**src/rtl/serial_subtractor_if.sv**
```systemverilog
// rtl/serial_subtractor_if.sv - start/done handshake and operand/result bundle for serial_subtractor (optional sub port under SERIAL_SUBTRACTOR_ADD_MODE_EN)
interface serial_subtractor_if #(
  parameter int WIDTH = 4
);
  logic             start;
  logic [WIDTH-1:0] x;
  logic [WIDTH-1:0] y;
  logic             b_in;
`ifdef SERIAL_SUBTRACTOR_ADD_MODE_EN
  logic             sub;
`endif
  logic             busy;
  logic             done;
  logic [WIDTH-1:0] diff;
  logic             b_out;

`ifdef SERIAL_SUBTRACTOR_ADD_MODE_EN
  modport master (output start, x, y, b_in, sub, input busy, done, diff, b_out);
  modport slave  (input start, x, y, b_in, sub, output busy, done, diff, b_out);
`else
  modport master (output start, x, y, b_in, input busy, done, diff, b_out);
  modport slave  (input start, x, y, b_in, output busy, done, diff, b_out);
`endif
endinterface

```
**src/rtl/serial_subtractor.sv**
```systemverilog
// rtl/serial_subtractor.sv - bit-serial LSB-first subtractor diff = x - y - b_in; SERIAL_SUBTRACTOR_ADD_MODE_EN adds a runtime add mode
module serial_subtractor #(
  parameter int WIDTH = 4
) (
  input logic               clk,
  input logic               rst,
  serial_subtractor_if.slave bus
);

  typedef enum logic [1:0] {
    S_IDLE  = 2'd0,
    S_SHIFT = 2'd1,
    S_DONE  = 2'd2
  } state_t;

  localparam int CW = $clog2(WIDTH);

  state_t           state_q, state_d;
  logic [WIDTH-1:0] xr_q, xr_d;
  logic [WIDTH-1:0] yr_q, yr_d;
  logic             br_q, br_d;
  logic [CW-1:0]    cnt_q, cnt_d;
  logic [WIDTH-1:0] acc_q, acc_d;
  logic [WIDTH-1:0] diff_q, diff_d;
  logic             b_out_q, b_out_d;
`ifdef SERIAL_SUBTRACTOR_ADD_MODE_EN
  logic             sub_q, sub_d;
`endif

  logic             d_bit;
  logic             br_next;

  // State register: every flop, synchronous reset to the documented idle values
  always_ff @(posedge clk) begin
    if (rst) begin
      state_q <= S_IDLE;
      xr_q    <= '0;
      yr_q    <= '0;
      br_q    <= 1'b0;
      cnt_q   <= '0;
      acc_q   <= '0;
      diff_q  <= '0;
      b_out_q <= 1'b0;
`ifdef SERIAL_SUBTRACTOR_ADD_MODE_EN
      sub_q   <= 1'b0;
`endif
    end else begin
      state_q <= state_d;
      xr_q    <= xr_d;
      yr_q    <= yr_d;
      br_q    <= br_d;
      cnt_q   <= cnt_d;
      acc_q   <= acc_d;
      diff_q  <= diff_d;
      b_out_q <= b_out_d;
`ifdef SERIAL_SUBTRACTOR_ADD_MODE_EN
      sub_q   <= sub_d;
`endif
    end
  end

  // Single full-subtractor (or full-adder in add mode) cell on the operand LSBs
  always_comb begin
    d_bit = xr_q[0] ^ yr_q[0] ^ br_q;
`ifdef SERIAL_SUBTRACTOR_ADD_MODE_EN
    if (sub_q) begin
      br_next = (~xr_q[0] & yr_q[0]) | (~(xr_q[0] ^ yr_q[0]) & br_q);
    end else begin
      br_next = (xr_q[0] & yr_q[0]) | (xr_q[0] & br_q) | (yr_q[0] & br_q);
    end
`else
    br_next = (~xr_q[0] & yr_q[0]) | (~(xr_q[0] ^ yr_q[0]) & br_q);
`endif
  end

  // Next-state and datapath: capture in IDLE, shift W times, publish result on the last shift
  always_comb begin
    state_d = state_q;
    xr_d    = xr_q;
    yr_d    = yr_q;
    br_d    = br_q;
    cnt_d   = cnt_q;
    acc_d   = acc_q;
    diff_d  = diff_q;
    b_out_d = b_out_q;
`ifdef SERIAL_SUBTRACTOR_ADD_MODE_EN
    sub_d   = sub_q;
`endif
    case (state_q)
      S_IDLE: begin
        if (bus.start) begin
          state_d = S_SHIFT;
          xr_d    = bus.x;
          yr_d    = bus.y;
          br_d    = bus.b_in;
          cnt_d   = '0;
          acc_d   = '0;
`ifdef SERIAL_SUBTRACTOR_ADD_MODE_EN
          sub_d   = bus.sub;
`endif
        end
      end
      S_SHIFT: begin
        br_d  = br_next;
        acc_d = {d_bit, acc_q[WIDTH-1:1]};
        xr_d  = {1'b0, xr_q[WIDTH-1:1]};
        yr_d  = {1'b0, yr_q[WIDTH-1:1]};
        cnt_d = cnt_q + 1'b1;
        // Only the final shift updates diff, so partial sums never leak out
        if (cnt_q == CW'(WIDTH - 1)) begin
          diff_d  = {d_bit, acc_q[WIDTH-1:1]};
          b_out_d = br_next;
          state_d = S_DONE;
        end
      end
      S_DONE: begin
        state_d = S_IDLE;
      end
      default: begin
        state_d = S_IDLE;
      end
    endcase
  end

  // Outputs: status decoded from state, results straight from their flops
  always_comb begin
    bus.busy  = (state_q != S_IDLE);
    bus.done  = (state_q == S_DONE);
    bus.diff  = diff_q;
    bus.b_out = b_out_q;
  end

endmodule
```
**src/flat_wrapper.sv**
```systemverilog
// flat-port wrapper written by rule: the top's interface ports become plain ports
module serial_subtractor_flat 
#(
  parameter int WIDTH = 4
)
  (clk, rst, bus_start, bus_x, bus_y, bus_b_in, bus_busy, bus_done, bus_diff, bus_b_out);
  serial_subtractor_if #(.WIDTH(WIDTH)) bus_i ();
  input logic clk;
  input logic rst;
  input wire logic [$bits(bus_i.start)-1:0] bus_start;
  input wire logic [$bits(bus_i.x)-1:0] bus_x;
  input wire logic [$bits(bus_i.y)-1:0] bus_y;
  input wire logic [$bits(bus_i.b_in)-1:0] bus_b_in;
  output wire logic [$bits(bus_i.busy)-1:0] bus_busy;
  output wire logic [$bits(bus_i.done)-1:0] bus_done;
  output wire logic [$bits(bus_i.diff)-1:0] bus_diff;
  output wire logic [$bits(bus_i.b_out)-1:0] bus_b_out;
  assign bus_i.start = bus_start;
  assign bus_i.x = bus_x;
  assign bus_i.y = bus_y;
  assign bus_i.b_in = bus_b_in;
  assign bus_busy = bus_i.busy;
  assign bus_done = bus_i.done;
  assign bus_diff = bus_i.diff;
  assign bus_b_out = bus_i.b_out;
  serial_subtractor #(.WIDTH(WIDTH)) u_core (.clk(clk), .rst(rst), .bus(bus_i));
endmodule
```
**config.mk**
```make
export PLATFORM = sky130hd
export DESIGN_NAME = serial_subtractor_flat
export DESIGN_NICKNAME = d
export VERILOG_FILES = /design/src/rtl/serial_subtractor_if.sv /design/src/rtl/serial_subtractor.sv /design/src/flat_wrapper.sv
export SDC_FILE = /design/constraint.sdc
export NUM_CORES = 1
export LEC_CHECK = 0
export CAP_MARGIN = 15
export CORE_UTILIZATION = 41
export DETAILED_ROUTE_END_ITERATION = 7
export PLACE_DENSITY = 0.73
export SLEW_MARGIN = 20
export SYNTH_ARGS = -nofsm -noshare
export SYNTH_HDL_FRONTEND = slang
export SYNTH_SLANG_ARGS = --single-unit
```
**constraint.sdc**
```tcl
create_clock -name clk -period 3.4 [get_ports clk]
set_clock_uncertainty 0.15 [all_clocks]
set_input_delay 0.68 -clock clk [delete_from_list [all_inputs] [get_ports clk]]
set_output_delay 0.68 -clock clk [all_outputs]
set_load 0.01 [all_outputs]
```
==> run metrics <==
max_slew headroom 42.9%; Worst VDD drop approximately 0.17 mV; Crit Path Max Fanout 11; Post-DRT Antenna Nets 0; vias in the first global route ~660; Largest delay share family, worst path flip-flops; Final HPWL DP 1160 um; register area around 420 um2; post-place setup slack around 1.2 ns; grt total ovfl 0; compound-gate portion of the synthesized area 20.1%; Mapped Area 961 um2; Clock Tree Buf Depth 2; area delta synth->final 19.9%; largest net degree at the start of global routing 22; final wirelength around 1600 um; Setup violations, final 0; DR iter-0 viols 17; # H-tree levels 1; Worst-path clk slew between 0.1 and 0.15 ns; post-synthesis simple-gate area fraction between 10% and 20%; Yosys top cell by area dfxtp_1; final worst slack between 0.9 and 1 ns; final worst-path cycle share between 70% and 80%; DR vias just over 700; Cell Chain, Critical Path or2_2 -> clkdlybuf4s50_1; Synth cell types 31; port bufs 18; initial antenna violation count 0; slowest cell on the critical path dfxtp_1; Die H between 50 and 60 um; Synth top area share a little over two fifths; most frequent cells in the layout dfxtp_1, clkdlybuf4s50_1, nor2_1; multi-input logic area 474 um2; gp weighted congestion 0.710; TritonRoute pass-1 iters 4; crit-path max cell delay roughly 0.54 ns; Worst-Margin Slew approximately 0.85 ns; CP Launch Type flip-flop; antenna cells 0; CP Capture Type primary output; fin. max-slew vios 0; Max Cap Viol 0; largest family of logic cells by synthesized area compound AO/OA/AOI/OAI gates; dpl cell area between 0.001 and 0.0015 mm2; Chip Width around 50 um; syn avg cell area around 10 um2; row cnt 17; CP Class reg2out; end-of-flow core utilization between 50% and 60%; post-CTS setup buffer count 0; FF+latch count, synth 21; Initial Util 43.4%; Max Freq around 410 MHz; Fill cells 210; Num CTS Buffers 3; full die area between 0.002 and 0.003 mm2; Avg Vias per Cell slightly above 5; status finished clean; Clock Latency Late Sink between 0.3 and 0.4 ns; HP Class reg2reg; top post-synthesis cells by area dfxtp_1, a211oi_2, mux2i_1; XOR/XNOR Fraction of Synth Area 0%; warnings from Yosys 0; Net Count, Synth around 110; unrepaired setup endpoints after global routing false; GRT Resource Usage Total approximately 15%; CTS tree yes; nets around 120; Fin. Hold Viols 0; clk sink count 21; Top Ports 19; P_leak slightly above 0.4 nW; Core Area roughly 0.0022 mm2; CP required around 2.6 ns; DRC viols 0; commonest non-fill, non-tap cell in the layout dfxtp_1; share of layout cells above drive strength 1 between 10% and 20%; # resized after CTS 0; sequential-to-total area share from yosys stat a little over two fifths; post-synthesis mux area share 6.25%; first-pass GRT wire length about 2800 um; crit path time final roughly 2.4 ns; TNS Setup 0 ns; Power Density between 400 and 500 mW/mm2; Post-Synth Adder-Cell Area between 3 and 4%; CTS hold repair buffers 0; WP buf/inv 1; Mapped Cells 93; CTS root buffer clkbuf_4; CP arrival around 1.6 ns; wire per inst 12.0 um; fin area roughly 0.0012 mm2
-- report_power, final --
part	switching [mW]	total, mW	internal (mW)	leakage (nW)
logic	0.0359	0.0739	0.0381	0.215
clock network	0.0783	0.122	0.0440	0.0177
registers	0.00726	0.265	0.258	0.172
-- final cells by class --
cell class,count,share of cell area [%]
Timing Repair Buffer,19,16.3
Clock buffer,3,1.95
Sequential cell,21,36.5
Clock inverter,1,0.434
Multi-Input combinational cell,63,41.2
Tap cell,28,3.04
Inverter,2,0.651
-- worst register-to-register path: stages, from the launching register on --
cell	delay [ns]
dfxtp_1	0.34
buf_4	0.21
nor2b_4	0.32
a21oi_1	0.12
a311oi_1	0.23
-- Yosys cell counts --
cell and n:
o21bai_1 1, o21ai_0 2, nand4bb_1 2, o21ba_4 1, nand3_1 4, dfxtp_1 21, a22oi_1 4, nor3b_1 3
ha_1 1, nand2_1 4, nand3b_1 1, buf_4 2, nor2b_4 1, nor4_2 1, clkbuf_1 1, a21oi_1 7
nor2b_1 1, buf_12 1, a311oi_1 1, fa_1 1, nor2_1 10, a211oi_1 1, buf_6 1, buf_1 1
or2_2 1, a2111oi_2 1, inv_1 2, buf_2 1, a211oi_2 5, mux2i_1 6, nor2_2 4
-- flip-flops by register name, summed over array words and instances, names as in the netlist --
signal            cells
u_core.state_q        2
u_core.acc_q          3
u_core.yr_q           4
u_core.cnt_q          2
u_core.bus.diff       4
u_core.br_q           1
u_core.bus.b_out      1
u_core.xr_q           4
-- cell families (layout without fill, tap and decap cells) --
kind of cell / after synthesis / in the layout
buf+inv: 9 / 25
fa+ha+maj: 2 / 2
compound gates: 23 / 23
flops: 21 / 21
mux: 6 / 6
simple gates: 32 / 32
-- per-stage QoR --
step / hold slack [ns] / instances / power (mW)
after floorplan: 0.294 / 93 / 0.325
after global placement: 0.299 / 133 / 0.343
after detailed placement: 0.304 / 133 / 0.345
after CTS: 0.322 / 137 / 0.469
after global routing: 0.347 / 137 / 0.485
final: 0.316 / 137 / 0.462
-- layer usage --
metal,wire [um],part of all wire (%),GRT usage [%],up-vias
met3,66,4.0,3.03,5
met2,743,45,21.8,16
met4,54,3.3,12.5,0
met1,783,48,19.2,327
li1,-,-,-,362
met5,0,0,0,-
-- final timing paths --
kind | to | start | cells past startpoint | slack (ns)
max | bus_busy | u_core.state_q[1]$_SDFFE_PP0P_ | 2 | 0.98
min | u_core.bus.diff[3]$_SDFFE_PP0P_ | u_core.bus.diff[3]$_SDFFE_PP0P_ | 2 | 0.32
max reg2reg | u_core.bus.b_out$_SDFFE_PP0P_ | u_core.state_q[0]$_SDFFE_PP0P_ | 4 | 1.94
min reg2reg | u_core.bus.diff[3]$_SDFFE_PP0P_ | u_core.bus.diff[3]$_SDFFE_PP0P_ | 2 | 0.32
(Power assumes the default switching activity.)
